<file path="src/rtl/sram_port_arbiter_pkg.sv">
// sram_port_arbiter_pkg: shared widths and response-owner encoding for the SRAM port arbiter.
package sram_port_arbiter_pkg;
  localparam int ADDR_W = 64;
  localparam int DATA_W = 64;
  localparam int STRB_W = 8;
  typedef enum logic [1:0] {
    OWN_NONE = 2'd0,
    OWN_INST = 2'd1,
    OWN_DATA = 2'd2
  } own_e;
endpackage

</file>
<file path="src/rtl/sram_port_arbiter_if.sv">
// sram_port_arbiter_if: one requester's request/response bundle; master = pipeline stage, slave = arbiter.
interface sram_port_arbiter_if;
  import sram_port_arbiter_pkg::*;
  logic              en;
  logic [STRB_W-1:0] we;
  logic [ADDR_W-1:0] addr;
  logic [DATA_W-1:0] wdata;
  logic [DATA_W-1:0] rdata;
  logic              rvalid;
  logic              stall;
  modport master (output en, we, addr, wdata, input rdata, rvalid, stall);
  modport slave  (input en, we, addr, wdata, output rdata, rvalid, stall);
endinterface

</file>
<file path="src/rtl/sram_arb_starve_cnt.sv">
// sram_arb_starve_cnt: counts consecutive denied instruction cycles and forces an instruction win at the limit.
module sram_arb_starve_cnt #(
  parameter int STARVE_LIMIT = 3,
  parameter int CNT_W        = 2
) (
  input  logic clk,
  input  logic rst_n,
  input  logic i_ireq,
  input  logic i_inst_gnt,
  output logic o_force_inst
);
  localparam logic [CNT_W-1:0] LIMIT = CNT_W'(STARVE_LIMIT);
  logic [CNT_W-1:0] r_cnt;
  // i_ireq is already masked by flush, so a flush clears the count too
  always_ff @(posedge clk) begin
    if (!rst_n) r_cnt <= '0;
    else r_cnt <= (i_ireq & ~i_inst_gnt) ? ((&r_cnt) ? r_cnt : r_cnt + 1'b1) : '0;
  end
  assign o_force_inst = r_cnt >= LIMIT;
endmodule

</file>
<file path="src/rtl/sram_port_arbiter.sv">
// sram_port_arbiter: shares one SRAM port between instruction and data requesters, data-first priority.
// Define SRAM_ARB_STARVE_EN to add the instruction starvation guard.
module sram_port_arbiter
  import sram_port_arbiter_pkg::*;
#(
  parameter int STARVE_LIMIT = 3,
  parameter int CNT_W        = 2
) (
  input  logic                clk,
  input  logic                rst_n,
  input  logic                i_flush,
  sram_port_arbiter_if.slave  inst_if,
  sram_port_arbiter_if.slave  data_if,
  output logic                o_sram_en,
  output logic [STRB_W-1:0]   o_sram_we,
  output logic [ADDR_W-1:0]   o_sram_addr,
  output logic [DATA_W-1:0]   o_sram_wdata,
  input  logic [DATA_W-1:0]   i_sram_rdata
);
  if (STARVE_LIMIT > (1 << CNT_W) - 1) begin : g_bad_cfg
    $error("STARVE_LIMIT does not fit in CNT_W bits");
  end
  logic w_ireq, w_dreq, w_inst_gnt, w_data_gnt, w_force_inst;
  own_e r_own, w_own_nxt;
  assign w_ireq = inst_if.en & ~i_flush & rst_n;
  assign w_dreq = data_if.en & rst_n;
`ifdef SRAM_ARB_STARVE_EN
  sram_arb_starve_cnt #(
    .STARVE_LIMIT (STARVE_LIMIT),
    .CNT_W        (CNT_W)
  ) u_starve (
    .clk          (clk),
    .rst_n        (rst_n),
    .i_ireq       (w_ireq),
    .i_inst_gnt   (w_inst_gnt),
    .o_force_inst (w_force_inst)
  );
`else
  assign w_force_inst = 1'b0;
`endif
  assign w_inst_gnt = w_ireq & (~w_dreq | w_force_inst);
  assign w_data_gnt = w_dreq & ~w_inst_gnt;
  always_comb begin
    o_sram_en    = w_inst_gnt | w_data_gnt;
    o_sram_we    = w_inst_gnt ? inst_if.we    : w_data_gnt ? data_if.we    : '0;
    o_sram_addr  = w_inst_gnt ? inst_if.addr  : w_data_gnt ? data_if.addr  : '0;
    o_sram_wdata = w_inst_gnt ? inst_if.wdata : w_data_gnt ? data_if.wdata : '0;
  end
  always_ff @(posedge clk) begin
    if (!rst_n) r_own <= OWN_NONE;
    else r_own <= w_own_nxt;
  end
  // writes never return data, so only read grants claim the response slot
  always_comb begin
    w_own_nxt = (w_inst_gnt & ~|inst_if.we) ? OWN_INST :
                (w_data_gnt & ~|data_if.we) ? OWN_DATA : OWN_NONE;
  end
  always_comb begin
    inst_if.rvalid = (r_own == OWN_INST) & ~i_flush & rst_n;
    data_if.rvalid = (r_own == OWN_DATA) & rst_n;
    inst_if.rdata  = i_sram_rdata;
    data_if.rdata  = i_sram_rdata;
    inst_if.stall  = w_ireq & ~w_inst_gnt;
    data_if.stall  = w_dreq & ~w_data_gnt;
  end
endmodule
</file>
<file path="src/flat_wrapper.sv">
// flat-port wrapper written by rule: the top's interface ports become plain ports
module sram_port_arbiter_flat import sram_port_arbiter_pkg::*;
#(
  parameter int STARVE_LIMIT = 3,
  parameter int CNT_W        = 2
)
  (clk, rst_n, i_flush, o_sram_en, o_sram_we, o_sram_addr, o_sram_wdata, i_sram_rdata, inst_if_en, inst_if_we, inst_if_addr, inst_if_wdata, inst_if_rdata, inst_if_rvalid, inst_if_stall, data_if_en, data_if_we, data_if_addr, data_if_wdata, data_if_rdata, data_if_rvalid, data_if_stall);
  sram_port_arbiter_if inst_if_i ();
  sram_port_arbiter_if data_if_i ();
  input  logic clk;
  input  logic rst_n;
  input  logic i_flush;
  output logic o_sram_en;
  output logic [STRB_W-1:0] o_sram_we;
  output logic [ADDR_W-1:0] o_sram_addr;
  output logic [DATA_W-1:0] o_sram_wdata;
  input  logic [DATA_W-1:0] i_sram_rdata;
  input wire logic [$bits(inst_if_i.en)-1:0] inst_if_en;
  input wire logic [$bits(inst_if_i.we)-1:0] inst_if_we;
  input wire logic [$bits(inst_if_i.addr)-1:0] inst_if_addr;
  input wire logic [$bits(inst_if_i.wdata)-1:0] inst_if_wdata;
  output wire logic [$bits(inst_if_i.rdata)-1:0] inst_if_rdata;
  output wire logic [$bits(inst_if_i.rvalid)-1:0] inst_if_rvalid;
  output wire logic [$bits(inst_if_i.stall)-1:0] inst_if_stall;
  input wire logic [$bits(data_if_i.en)-1:0] data_if_en;
  input wire logic [$bits(data_if_i.we)-1:0] data_if_we;
  input wire logic [$bits(data_if_i.addr)-1:0] data_if_addr;
  input wire logic [$bits(data_if_i.wdata)-1:0] data_if_wdata;
  output wire logic [$bits(data_if_i.rdata)-1:0] data_if_rdata;
  output wire logic [$bits(data_if_i.rvalid)-1:0] data_if_rvalid;
  output wire logic [$bits(data_if_i.stall)-1:0] data_if_stall;
  assign inst_if_i.en = inst_if_en;
  assign inst_if_i.we = inst_if_we;
  assign inst_if_i.addr = inst_if_addr;
  assign inst_if_i.wdata = inst_if_wdata;
  assign inst_if_rdata = inst_if_i.rdata;
  assign inst_if_rvalid = inst_if_i.rvalid;
  assign inst_if_stall = inst_if_i.stall;
  assign data_if_i.en = data_if_en;
  assign data_if_i.we = data_if_we;
  assign data_if_i.addr = data_if_addr;
  assign data_if_i.wdata = data_if_wdata;
  assign data_if_rdata = data_if_i.rdata;
  assign data_if_rvalid = data_if_i.rvalid;
  assign data_if_stall = data_if_i.stall;
  sram_port_arbiter #(.STARVE_LIMIT(STARVE_LIMIT), .CNT_W(CNT_W)) u_core (.clk(clk), .rst_n(rst_n), .i_flush(i_flush), .inst_if(inst_if_i), .data_if(data_if_i), .o_sram_en(o_sram_en), .o_sram_we(o_sram_we), .o_sram_addr(o_sram_addr), .o_sram_wdata(o_sram_wdata), .i_sram_rdata(i_sram_rdata));
endmodule
</file>
<file path="config.mk">
export PLATFORM = sky130hd
export DESIGN_NAME = sram_port_arbiter_flat
export DESIGN_NICKNAME = d
export VERILOG_FILES = /design/src/rtl/sram_port_arbiter_pkg.sv /design/src/rtl/sram_port_arbiter_if.sv /design/src/rtl/sram_arb_starve_cnt.sv /design/src/rtl/sram_port_arbiter.sv /design/src/flat_wrapper.sv
export SDC_FILE = /design/constraint.sdc
export NUM_CORES = 1
export LEC_CHECK = 0
export ABC_AREA = 1
export CAP_MARGIN = 20
export CORE_AREA = 8 8 230 232
export DETAILED_ROUTE_END_ITERATION = 6
export DIE_AREA = 0 0 238 240
export PLACE_DENSITY_LB_ADDON = 0.05
export SYNTH_ARGS = -nofsm -noshare
export SYNTH_HDL_FRONTEND = slang
export SYNTH_SLANG_ARGS = --single-unit
</file>
<file path="constraint.sdc">
create_clock -name clk -period 1.9 [get_ports clk]
set_clock_uncertainty 0.15 [all_clocks]
set_input_delay 0.57 -clock clk [delete_from_list [all_inputs] [get_ports clk]]
set_output_delay 0.57 -clock clk [all_outputs]
set_load 0.02 [all_outputs]
</file>
==> flow_summary.rst, run 1 <==
.. list-table::
   :header-rows: 1

   * - Metric
     - Value
   * - Unrepaired setup endpoints after global routing
     - true
   * - Hold EP
     - u_core.r_own[1]
   * - First DRT Iteration DRCs
     - 85
   * - Placer's final routability congestion estimate
     - 0.716
   * - Power density over the cells
     - 240 nW/um^2
   * - Number of remaining DRC errors
     - 0
   * - Row count
     - 82
   * - Portion of the clock cycle consumed by the worst path in the final layout
     - 1.22
   * - Final Util
     - 0.213
   * - Cell Chain, Critical Path
     - buf_8 > nand3_4 > clkinv_8 > buf_16 > buf_12 > buf_12 > nand3_1 > nand2_2 > buf_6
   * - Highest fanout seen on the critical path
     - 6
   * - I/O pin cnt
     - 610
   * - Largest registers in the final layout
     - u_core.r_own (2)
   * - Antenna violations before repair
     - 2
   * - Num Clock Sinks
     - 2
   * - Port Buffer Count
     - 416
   * - Clk slew on worst S/H paths
     - 30 ps
   * - Most used cells in the layout excluding fill and tap cells
     - sky130_fd_sc_hd__clkdlybuf4s50_1, sky130_fd_sc_hd__buf_6, sky130_fd_sc_hd__nand2_2
   * - H-tree lvl count
     - 1
   * - Final hold viol count
     - 0
   * - Least setup slack across all paths after layout
     - -414 ps
   * - Clock buffer count from CTS
     - 3
   * - Max-cap check violation count
     - 0
   * - Wire length of the first global-routing pass
     - 42.4 mm
   * - Antenna Violating Nets Remaining
     - 0
   * - Number of pins exceeding their max-slew limit in the final report
     - 0
   * - Post-detailed-placement half-perimeter wirelength
     - 24.3 mm
   * - Hold_sp
     - data_if_we[3]
   * - Most flops, register
     - u_core.r_own
   * - Critical path startpoint
     - rst_n
   * - Cell type of the slowest stage on the worst timing path
     - sky130_fd_sc_hd__buf_16
   * - Detailed-route via count
     - 5292
   * - Worst hold path stage count
     - 4
   * - Worst voltage drop across the vdd grid
     - 281 uV
   * - Most used cell, CP
     - sky130_fd_sc_hd__buf_12
   * - Die Height
     - 240 um
   * - Type of element capturing the critical path
     - output port
   * - Ratio of cells with drive above 1 in the final layout
     - 0.550
   * - Highest attainable clock frequency
     - 432 MHz
   * - Starting Density
     - 0.0673
   * - Router iterations before antenna repair
     - 4
   * - Result of the run
     - complete, but fails checks
   * - Violations in the final reports
     - setup timing
   * - Total GRT Usage
     - 0.100
   * - Die Footprint
     - 57100 um^2
   * - Area added between synthesis and finish
     - 216%
   * - Gate count after technology mapping
     - 621
   * - Min-delay worst type
     - input pin to flop
   * - Placed standard-cell area
     - 8300 um^2
   * - Placeable core area
     - 49500 um^2
   * - Mean routed wirelength per cell
     - 19.2 um
   * - Die width
     - 238 um
   * - Overall routed net length
     - 31.7 mm
   * - Count of synthesis-stage warnings from yosys
     - 0
   * - Clock root cell
     - sky130_fd_sc_hd__clkbuf_16
   * - Final setup fails
     - 138
   * - Hold Slack
     - 887 ps
   * - Count of unique library cells instantiated by Yosys
     - 12
   * - Launching element type of the critical path
     - input pin
   * - Arrival time worst endpoint
     - 1590 ps
   * - Largest net degree at the start of global routing
     - 22
   * - Number of buffers inserted by hold repair at cts
     - 0
   * - CTS tree
     - done
   * - Leakage power
     - 4.28 nW
   * - Yosys reg bits
     - 2
   * - Proportion of synthesized chip area in sequential cells
     - 0.0120
   * - Minimum period implied by the final worst setup slack
     - 2310 ps
   * - Congestion Overflow GR
     - 0
   * - Net count after synthesis
     - 962
   * - Maximum buffer depth of the clock tree
     - 2
   * - Post-synthesis area per instance
     - 5.36 um^2
   * - Critical path class
     - input pin to output port
   * - Via/cell ratio
     - 3.20
   * - Via count of the first global-routing pass
     - 5791
   * - Number of nets at the end of the flow
     - 1324
   * - Setup slack after placement
     - -1420 ps
   * - Post-synth design cell area
     - 3330 um^2
   * - Flip-flop count of the largest register after layout
     - 2
   * - Most frequent standard cell in the layout excluding fill and tap cells
     - sky130_fd_sc_hd__clkdlybuf4s50_1
   * - Total Power
     - 2.52 mW
   * - Required time reported for the critical path endpoint
     - 1180 ps
   * - Post-route cell area
     - 10500 um^2
   * - Highest cell delay on the worst timing path
     - 160 ps
[worst max path at each step]
stage / end / slack, ps
5_1_grt: o_sram_addr[17] / -460
2_1_floorplan: o_sram_wdata[10] / -60
4_1_cts: o_sram_wdata[34] / -480
6_report: o_sram_wdata[41] / -410
3_5_place_dp: o_sram_wdata[34] / -1420
3_3_place_gp: o_sram_wdata[34] / -1420
[worst max-delay path, delay by kind of cell]
family | cells | cell delay, ps
buffers and inverters | 6 | 750
AND/OR/NAND/NOR | 3 | 260
[cell families (layout without fill, tap and decap cells)]
group,count (synthesis),after routing,share of synthesized area
buffers and inverters,186,546,0.415
flip-flops,2,2,0.0120
other,1,2,0.00113
AND/OR/NAND/NOR,432,432,0.571
[stage by stage]
step	setup TNS [ps]	cells
global placement	-179250	1600
finish	-44680	1654
global route	-51680	1653
CTS	-53320	1649
floorplan	-4040	621
detailed placement	-178410	1600
[routing by layer]
metal | routed length, um | vias up | GRT usage
met5 | 13 | - | 0
met4 | 434 | 2 | 0.0149
met3 | 3720 | 29 | 0.0511
met2 | 15500 | 331 | 0.177
met1 | 12100 | 2364 | 0.108
li1 | - | 2566 | -
[cell usage after synthesis]
master                      n  share of area
sky130_fd_sc_hd__nand2_1  282           0.32
sky130_fd_sc_hd__buf_6     12          0.041
sky130_fd_sc_hd__inv_2      1         0.0011
sky130_fd_sc_hd__buf_4    144           0.33
sky130_fd_sc_hd__inv_1     11          0.012
sky130_fd_sc_hd__buf_8      3          0.014
sky130_fd_sc_hd__conb_1     1         0.0011
sky130_fd_sc_hd__dfxtp_1    2          0.012
sky130_fd_sc_hd__nor2_1    11          0.012
sky130_fd_sc_hd__nand3_1  118           0.18
sky130_fd_sc_hd__buf_2     15          0.023
sky130_fd_sc_hd__nand3_2   21          0.063
[power breakdown]
part	switching [mW]	total, mW	internal, mW
Combinational	0.935	2.17	1.23
Clock	0.0447	0.312	0.267
Sequential	0.0000270	0.0424	0.0424
[what timing repair did]
| item | in CTS | in global routing |
|---|---|---|
| gates resized for setup | 890 | 122 |
| endpoints found under the setup margin | 140 | 139 |
| buffers inserted | 30 | 8 |
| gates cloned | 18 | 5 |
| pin swaps | 30 | 41 |
[final cells by class]
class                   count  area (um^2)
well taps                 672          841
clock buffers               3         75.1
repair inverters            2         31.3
inverters                  12         91.3
diodes                      1         2.50
multi-input cells         433         3330
fillers                  5594        38900
flip-flops and latches      2         40.0
repair buffers            529         6090
Note: power is estimated with default switching activity, not from simulation.
==> run 2: changes to the inputs <==
--- a/config.mk
+++ b/config.mk
@@ -11,6 +11,7 @@
 export DETAILED_ROUTE_END_ITERATION = 6
 export DIE_AREA = 0 0 238 240
 export PLACE_DENSITY_LB_ADDON = 0.05
+export SLEW_MARGIN = 10
 export SYNTH_ARGS = -nofsm -noshare
 export SYNTH_HDL_FRONTEND = slang
 export SYNTH_SLANG_ARGS = --single-unit
==> constraint.sdc (replaced) <==
create_clock -name clk -period 1.9 [get_ports clk]
set_clock_uncertainty 0.15 [all_clocks]
set_input_delay 0.57 -clock clk [delete_from_list [all_inputs] [get_ports clk]]
set_output_delay 0.57 -clock clk [all_outputs]
set_load 0.1 [all_outputs]
==> run 2 against run 1 <==
  * The run still ends with setup timing left
  * Cell count decreased by 0.97%
  * Combinational power increased by 65%
  * Sequential cell count unchanged
  * Sequential power about the same
  * First-iteration DRC count increased by 21%
  * Count of clock-buffer cells in the layout unchanged
  * Wire length increased by 5.6%
  * Die area unchanged
  * Global-route usage increased by 0.95 points
  * Largest cell class unchanged
==> flow_summary.rst, run 2 (synthesis gave the netlist of run 1 again) <==
.. list-table::
   :header-rows: 1

   * - Metric
     - Value
   * - Final hold viol count
     - 0 (unchanged)
   * - Area added between synthesis and finish
     - 276% (was 216%)
   * - Maximum buffer depth of the clock tree
     - 2 (unchanged)
   * - Wire length of the first global-routing pass
     - 45.8 mm (was 42.4 mm)
   * - Hold Slack
     - 907 ps (was 887 ps)
   * - Final setup fails
     - 139 (was 138)
   * - Ratio of cells with drive above 1 in the final layout
     - 0.537 (was 0.550)
   * - Max-cap check violation count
     - 0 (unchanged)
   * - Violations in the final reports
     - setup timing (unchanged)
   * - Register Area
     - 40.0 um^2 (unchanged)
   * - Number of remaining DRC errors
     - 0 (unchanged)
   * - Launching element type of the critical path
     - input pin (unchanged)
   * - Top routing layer used
     - met5 (unchanged)
   * - Number of buffers inserted by hold repair at cts
     - 0 (unchanged)
   * - Post-detailed-placement half-perimeter wirelength
     - 27.2 mm (was 24.3 mm)
   * - Placed standard-cell area
     - 10800 um^2 (was 8300 um^2)
   * - Type of element capturing the critical path
     - output port (unchanged)
   * - Fill cell count
     - 5292 (was 5594)
   * - CTS tree
     - done (unchanged)
   * - Unrepaired setup endpoints after global routing
     - true (unchanged)
   * - Result of the run
     - complete, but fails checks (unchanged)
   * - Setup slack after placement
     - -1120 ps (was -1420 ps)
   * - Critical path startpoint
     - i_flush (was rst_n)
   * - Die Footprint
     - 57100 um^2 (unchanged)
   * - Worst hold path stage count
     - 6 (was 4)
   * - Detailed-route via count
     - 5271 (was 5292)
   * - Routed metal-1 wirelength
     - 11.9 mm (was 12.1 mm)
   * - Placeable core area
     - 49500 um^2 (unchanged)
   * - Most used cells in the layout excluding fill and tap cells
     - sky130_fd_sc_hd__clkdlybuf4s50_1, sky130_fd_sc_hd__buf_12, sky130_fd_sc_hd__nand2_4 (was sky130_fd_sc_hd__clkdlybuf4s50_1, sky130_fd_sc_hd__buf_6, sky130_fd_sc_hd__nand2_2)
   * - Leakage power
     - 4.59 nW (was 4.28 nW)
   * - Overall routed net length
     - 33.5 mm (was 31.7 mm)
   * - Antenna violations before repair
     - 4 (was 2)
   * - Clock root cell
     - sky130_fd_sc_hd__clkbuf_16 (unchanged)
   * - Post-route cell area
     - 12500 um^2 (was 10500 um^2)
   * - Flip-flop count of the largest register after layout
     - 2 (unchanged)
   * - Total Power
     - 3.95 mW (was 2.52 mW)
   * - Placer's final routability congestion estimate
     - 0.717 (was 0.716)
   * - Clock buffer count from CTS
     - 3 (unchanged)
   * - Most flops, register
     - u_core.r_own (unchanged)
   * - Num Clock Sinks
     - 2 (unchanged)
   * - Critical path class
     - input pin to output port (unchanged)
   * - Final Util
     - 0.253 (was 0.213)
   * - Port Buffer Count
     - 416 (unchanged)
   * - Via/cell ratio
     - 3.22 (was 3.20)
   * - Required time reported for the critical path endpoint
     - 1180 ps (about the same)
   * - Power density over the cells
     - 316 nW/um^2 (was 240 nW/um^2)
   * - First DRT Iteration DRCs
     - 103 (was 85)
   * - Minimum period implied by the final worst setup slack
     - 2410 ps (was 2310 ps)
   * - Number of pins exceeding their max-slew limit in the final report
     - 0 (unchanged)
   * - Most frequent standard cell in the layout excluding fill and tap cells
     - sky130_fd_sc_hd__clkdlybuf4s50_1 (unchanged)
   * - Congestion Overflow GR
     - 0 (unchanged)
   * - Antenna Violating Nets Remaining
     - 0 (unchanged)
   * - H-tree lvl count
     - 1 (unchanged)
   * - Sum of met2 wire segment lengths after detailed routing
     - 18.0 mm (was 15.5 mm)
   * - Total GRT Usage
     - 0.110 (was 0.100)
   * - Largest registers in the final layout
     - u_core.r_own (2) (unchanged)
   * - Arrival time worst endpoint
     - 1690 ps (was 1590 ps)
   * - Mean routed wirelength per cell
     - 20.5 um (was 19.2 um)
   * - Starting Density
     - 0.0673 (unchanged)
   * - Die Height
     - 240 um (unchanged)
   * - Combined area of the multi-input logic cells
     - 4320 um^2 (was 3330 um^2)
   * - Die width
     - 238 um (unchanged)
   * - Clk slew on worst S/H paths
     - 30 ps (about the same)
   * - Hold_sp
     - data_if_en (was data_if_we[3])
   * - Worst voltage drop across the vdd grid
     - 217 uV (was 281 uV)
   * - Highest fanout seen on the critical path
     - 8 (was 6)
   * - I/O pin cnt
     - 610 (unchanged)
   * - Min-delay worst type
     - input pin to flop (unchanged)
   * - Via count of the first global-routing pass
     - 5861 (was 5791)
   * - Largest net degree at the start of global routing
     - 36 (was 22)
   * - Number of nets at the end of the flow
     - 1307 (was 1324)
   * - Least setup slack across all paths after layout
     - -508 ps (was -414 ps)
   * - Router iterations before antenna repair
     - 4 (unchanged)
   * - Total met3 wirelength after detailed routing
     - 2.92 mm (was 3.72 mm)
   * - Portion of the clock cycle consumed by the worst path in the final layout
     - 1.27 (was 1.22)
   * - Hold EP
     - u_core.r_own[0] (was u_core.r_own[1])
   * - Highest attainable clock frequency
     - 415 MHz (was 432 MHz)
   * - Row count
     - 82 (unchanged)
[run 2: cell types whose count changed in the layout (fill, tap and decap cells not counted), sizes merged]
cell	before	now
clkbuf	7	5
buf	253	237
diode	1	2
inv	13	11
clkinv	1	2
bufbuf	0	2
[run 2: layout make-up]
type,instances,share of cell area
Antenna cell,2,0.000401
Clock buffer,3,0.00601
Inverter,12,0.00831
Multi-Input combinational cell,433,0.346
Sequential cell,2,0.00320
Tap cell,672,0.0673
Timing Repair Buffer,513,0.567
Timing Repair inverter,1,0.00160
[run 2: power breakdown]
part / internal (mW) / switching, mW
combinational: 1.57 / 2.02
clock: 0.268 / 0.0480
sequential: 0.0424 / 0.0000439
total: 1.88 / 2.06
[run 2: stage by stage]
step | setup TNS, ps | instances
5_1_grt | -70890 | 1638
6_report | -61580 | 1638
3_5_place_dp | -141960 | 1595
4_1_cts | -68450 | 1632
3_3_place_gp | -144590 | 1595
2_1_floorplan | -26880 | 621
[run 2: critical path: stages]
cell,delay (ps)
sky130_fd_sc_hd__buf_8,110
sky130_fd_sc_hd__inv_12,40
sky130_fd_sc_hd__nand3_4,90
sky130_fd_sc_hd__buf_12,150
sky130_fd_sc_hd__clkinv_16,80
sky130_fd_sc_hd__buf_12,120
sky130_fd_sc_hd__buf_16,150
sky130_fd_sc_hd__nand3_4,110
sky130_fd_sc_hd__nand2_8,80
sky130_fd_sc_hd__buf_12,170
[run 2: worst max-delay path by stage]
stage / slack [ps] / endpoint / cells past startpoint
after CTS: -570 / o_sram_wdata[6] / 10
after detailed placement: -1120 / o_sram_wdata[3] / 7
final: -510 / o_sram_wdata[6] / 10
after global placement: -1150 / o_sram_wdata[11] / 7
after global routing: -570 / o_sram_wdata[12] / 10
after floorplan: -560 / inst_if_stall / 4
[run 2: layer usage]
metal  vias up  track usage
met1      2410        0.113
li1       2524            -
met3        50       0.0384
met5         -            0
met4         4       0.0231
met2       283        0.211
[run 2: repair_timing]
| item | CTS | global route |
|---|---|---|
| resized for setup | 181 | 57 |
| setup buffers | 21 | 7 |
| endpoints found under the setup margin | 142 | 141 |
| cloned | 13 | 3 |
| pin swaps | 44 | 36 |
==> run 3: changes to the inputs <==
--- a/config.mk
+++ b/config.mk
@@ -7,9 +7,10 @@
 export LEC_CHECK = 0
 export ABC_AREA = 1
 export CAP_MARGIN = 20
-export CORE_AREA = 8 8 230 232
+export CORE_AREA = 2 2 238 240
 export DETAILED_ROUTE_END_ITERATION = 6
-export DIE_AREA = 0 0 238 240
+export DIE_AREA = 0 0 240 242
+export HOLD_SLACK_MARGIN = 0.08
 export PLACE_DENSITY_LB_ADDON = 0.05
 export SLEW_MARGIN = 10
 export SYNTH_ARGS = -nofsm -noshare
==> run 3 against run 2 <==
  * The run still ends with setup timing left
  * Via count decreased by 1.5%
  * Power decreased by 3.7%
  * Cell count increased by 4.2%
  * First-iteration DRC count decreased by 14%
==> flow_summary.rst, run 3 (synthesis gave the netlist of run 1 again) <==
.. list-table::
   :header-rows: 1

   * - Metric
     - Value
   * - Result of the run
     - complete, but fails checks (unchanged)
   * - Violations in the final reports
     - setup timing (unchanged)
   * - Num Clock Sinks
     - 2 (unchanged)
   * - Final Util
     - 0.214 (was 0.253)
   * - Router iterations before antenna repair
     - 4 (unchanged)
   * - Most used cell, CP
     - sky130_fd_sc_hd__buf_12 (unchanged)
   * - Via count of the first global-routing pass
     - 5540 (was 5861)
   * - Max-cap check violation count
     - 0 (unchanged)
   * - Number of remaining DRC errors
     - 0 (unchanged)
   * - Die width
     - 240 um (was 238 um)
   * - Minimum period implied by the final worst setup slack
     - 2420 ps (was 2410 ps)
   * - Congestion Overflow GR
     - 0 (unchanged)
   * - First DRT Iteration DRCs
     - 89 (was 103)
   * - Number of pins exceeding their max-slew limit in the final report
     - 0 (unchanged)
   * - Worst voltage drop across the vdd grid
     - 394 uV (was 217 uV)
   * - Final hold viol count
     - 0 (unchanged)
   * - Hold Slack
     - 822 ps (was 907 ps)
   * - Mean routed wirelength per cell
     - 18.0 um (was 20.5 um)
   * - I/O pin cnt
     - 610 (unchanged)
   * - Die Height
     - 242 um (was 240 um)
   * - Required time reported for the critical path endpoint
     - 1180 ps (about the same)
   * - Most frequent standard cell in the layout excluding fill and tap cells
     - sky130_fd_sc_hd__clkdlybuf4s50_1 (unchanged)
   * - Row count
     - 87 (was 82)
   * - CTS tree
     - done (unchanged)
   * - Flip-flop count of the largest register after layout
     - 2 (unchanged)
   * - Via/cell ratio
     - 3.04 (was 3.22)
   * - Hold_sp
     - data_if_en (unchanged)
   * - Launching element type of the critical path
     - input pin (unchanged)
   * - Total Power
     - 3.80 mW (was 3.95 mW)
   * - Number of nets at the end of the flow
     - 1292 (was 1307)
   * - Ratio of cells with drive above 1 in the final layout
     - 0.529 (was 0.537)
   * - Detailed-route via count
     - 5192 (was 5271)
   * - Unrepaired setup endpoints after global routing
     - true (unchanged)
   * - Worst hold path stage count
     - 6 (unchanged)
   * - Portion of the clock cycle consumed by the worst path in the final layout
     - 1.27 (about the same)
   * - Die Footprint
     - 58100 um^2 (was 57100 um^2)
   * - Cell Chain, Critical Path
     - buf_6 > buf_6 > nand3_4 > inv_12 > buf_12 > buf_12 > nand3_4 > nand2_8 > buf_12 (was buf_8 > inv_12 > nand3_4 > buf_12 > clkinv_16 > buf_12 > buf_16 > nand3_4 > nand2_8 > buf_12)
   * - H-tree lvl count
     - 1 (unchanged)
   * - Most used cells in the layout excluding fill and tap cells
     - sky130_fd_sc_hd__clkdlybuf4s50_1, sky130_fd_sc_hd__buf_12, sky130_fd_sc_hd__nand2_4 (unchanged)
   * - Area added between synthesis and finish
     - 259% (was 276%)
   * - Largest net degree at the start of global routing
     - 37 (was 36)
   * - Clock buffer count from CTS
     - 3 (unchanged)
   * - Highest cell delay on the worst timing path
     - 170 ps (about the same)
   * - Clk slew on worst S/H paths
     - 30 ps (about the same)
   * - Total GRT Usage
     - 0.101 (was 0.110)
   * - Placer's final routability congestion estimate
     - 0.701 (was 0.717)
   * - Critical path startpoint
     - rst_n (was i_flush)
   * - Maximum buffer depth of the clock tree
     - 2 (unchanged)
   * - Overall routed net length
     - 30.8 mm (was 33.5 mm)
   * - Clock root cell
     - sky130_fd_sc_hd__clkbuf_16 (unchanged)
   * - Least setup slack across all paths after layout
     - -517 ps (was -508 ps)
   * - Number of buffers inserted by hold repair at cts
     - 0 (unchanged)
   * - Largest registers in the final layout
     - u_core.r_own (2) (unchanged)
   * - Wire length of the first global-routing pass
     - 42.2 mm (was 45.8 mm)
   * - Cell type of the slowest stage on the worst timing path
     - sky130_fd_sc_hd__inv_12 (was sky130_fd_sc_hd__buf_12)
   * - Antenna Violating Nets Remaining
     - 0 (unchanged)
   * - Starting Density
     - 0.0597 (was 0.0673)
   * - Crit-path leading delay family
     - buffers and inverters (unchanged)
   * - Critical path class
     - input pin to output port (unchanged)
   * - Most flops, register
     - u_core.r_own (unchanged)
   * - Leakage power
     - 4.44 nW (was 4.59 nW)
   * - Highest attainable clock frequency
     - 414 MHz (was 415 MHz)
   * - Post-detailed-placement half-perimeter wirelength
     - 25.2 mm (was 27.2 mm)
   * - Arrival time worst endpoint
     - 1700 ps (was 1690 ps)
   * - Placeable core area
     - 55700 um^2 (was 49500 um^2)
   * - Port Buffer Count
     - 416 (unchanged)
   * - Number of gates on the worst path with buffers counted
     - 9 (was 10)
   * - Highest fanout seen on the critical path
     - 7 (was 8)
   * - Type of element capturing the critical path
     - output port (unchanged)
   * - Number of buffers and inverters on the critical path
     - 6 (was 7)
   * - Final setup fails
     - 140 (was 139)
   * - Min-delay worst type
     - input pin to flop (unchanged)
   * - Antenna violations before repair
     - 7 (was 4)
   * - Power density over the cells
     - 318 nW/um^2 (was 316 nW/um^2)
[run 3: path summary, 6_finish.rpt]
path | end | slack [ps]
max | o_sram_wdata[16] | -520
min | u_core.r_own[0] | 820
[run 3: layout make-up]
type / count / area, um^2
repair buffers: 498 / 6730
well taps: 756 / 946
repair inverters: 1 / 11.3
inverters: 12 / 85.1
flip-flops and latches: 2 / 40.0
multi-input cells: 433 / 4040
clock buffers: 3 / 75.1
diodes: 2 / 5.00
fillers: 6126 / 43800
[run 3: what timing repair did]
item / in CTS / in global routing
cloned: 7 / 1
pin swaps: 22 / 3
buffers inserted: 16 / 1
setup endpoints to repair: 141 / 140
gates resized for setup: 138 / 28
[run 3: routing by layer]
layer	routed length, um	share of wire	global-route usage
met1	10900	0.35	0.106
met5	54	0.0018	0
met3	3060	0.099	0.0373
met2	16400	0.53	0.194
met4	333	0.011	0.0122
[run 3: metrics by stage]
stage / cells / setup TNS (ps) / setup slack (ps) / area (um^2)
after floorplan: 621 / -26880 / -561 / 5030
after global placement: 1679 / -134170 / -1040 / 10900
after detailed placement: 1679 / -133430 / -1040 / 10900
after CTS: 1704 / -68820 / -538 / 11800
after global routing: 1705 / -72550 / -594 / 11900
final: 1707 / -61730 / -517 / 11900
[run 3: worst min-delay path, stage by stage]
cell	delay, ps
sky130_fd_sc_hd__buf_6	80
sky130_fd_sc_hd__buf_6	110
sky130_fd_sc_hd__inv_12	50
sky130_fd_sc_hd__buf_12	170
sky130_fd_sc_hd__nand2_1	90
sky130_fd_sc_hd__nor2_1	40
[run 3: where the power goes]
part           switching, mW  internal, mW
logic                   1.95          1.50
clock network         0.0451         0.267
registers          0.0000381        0.0424
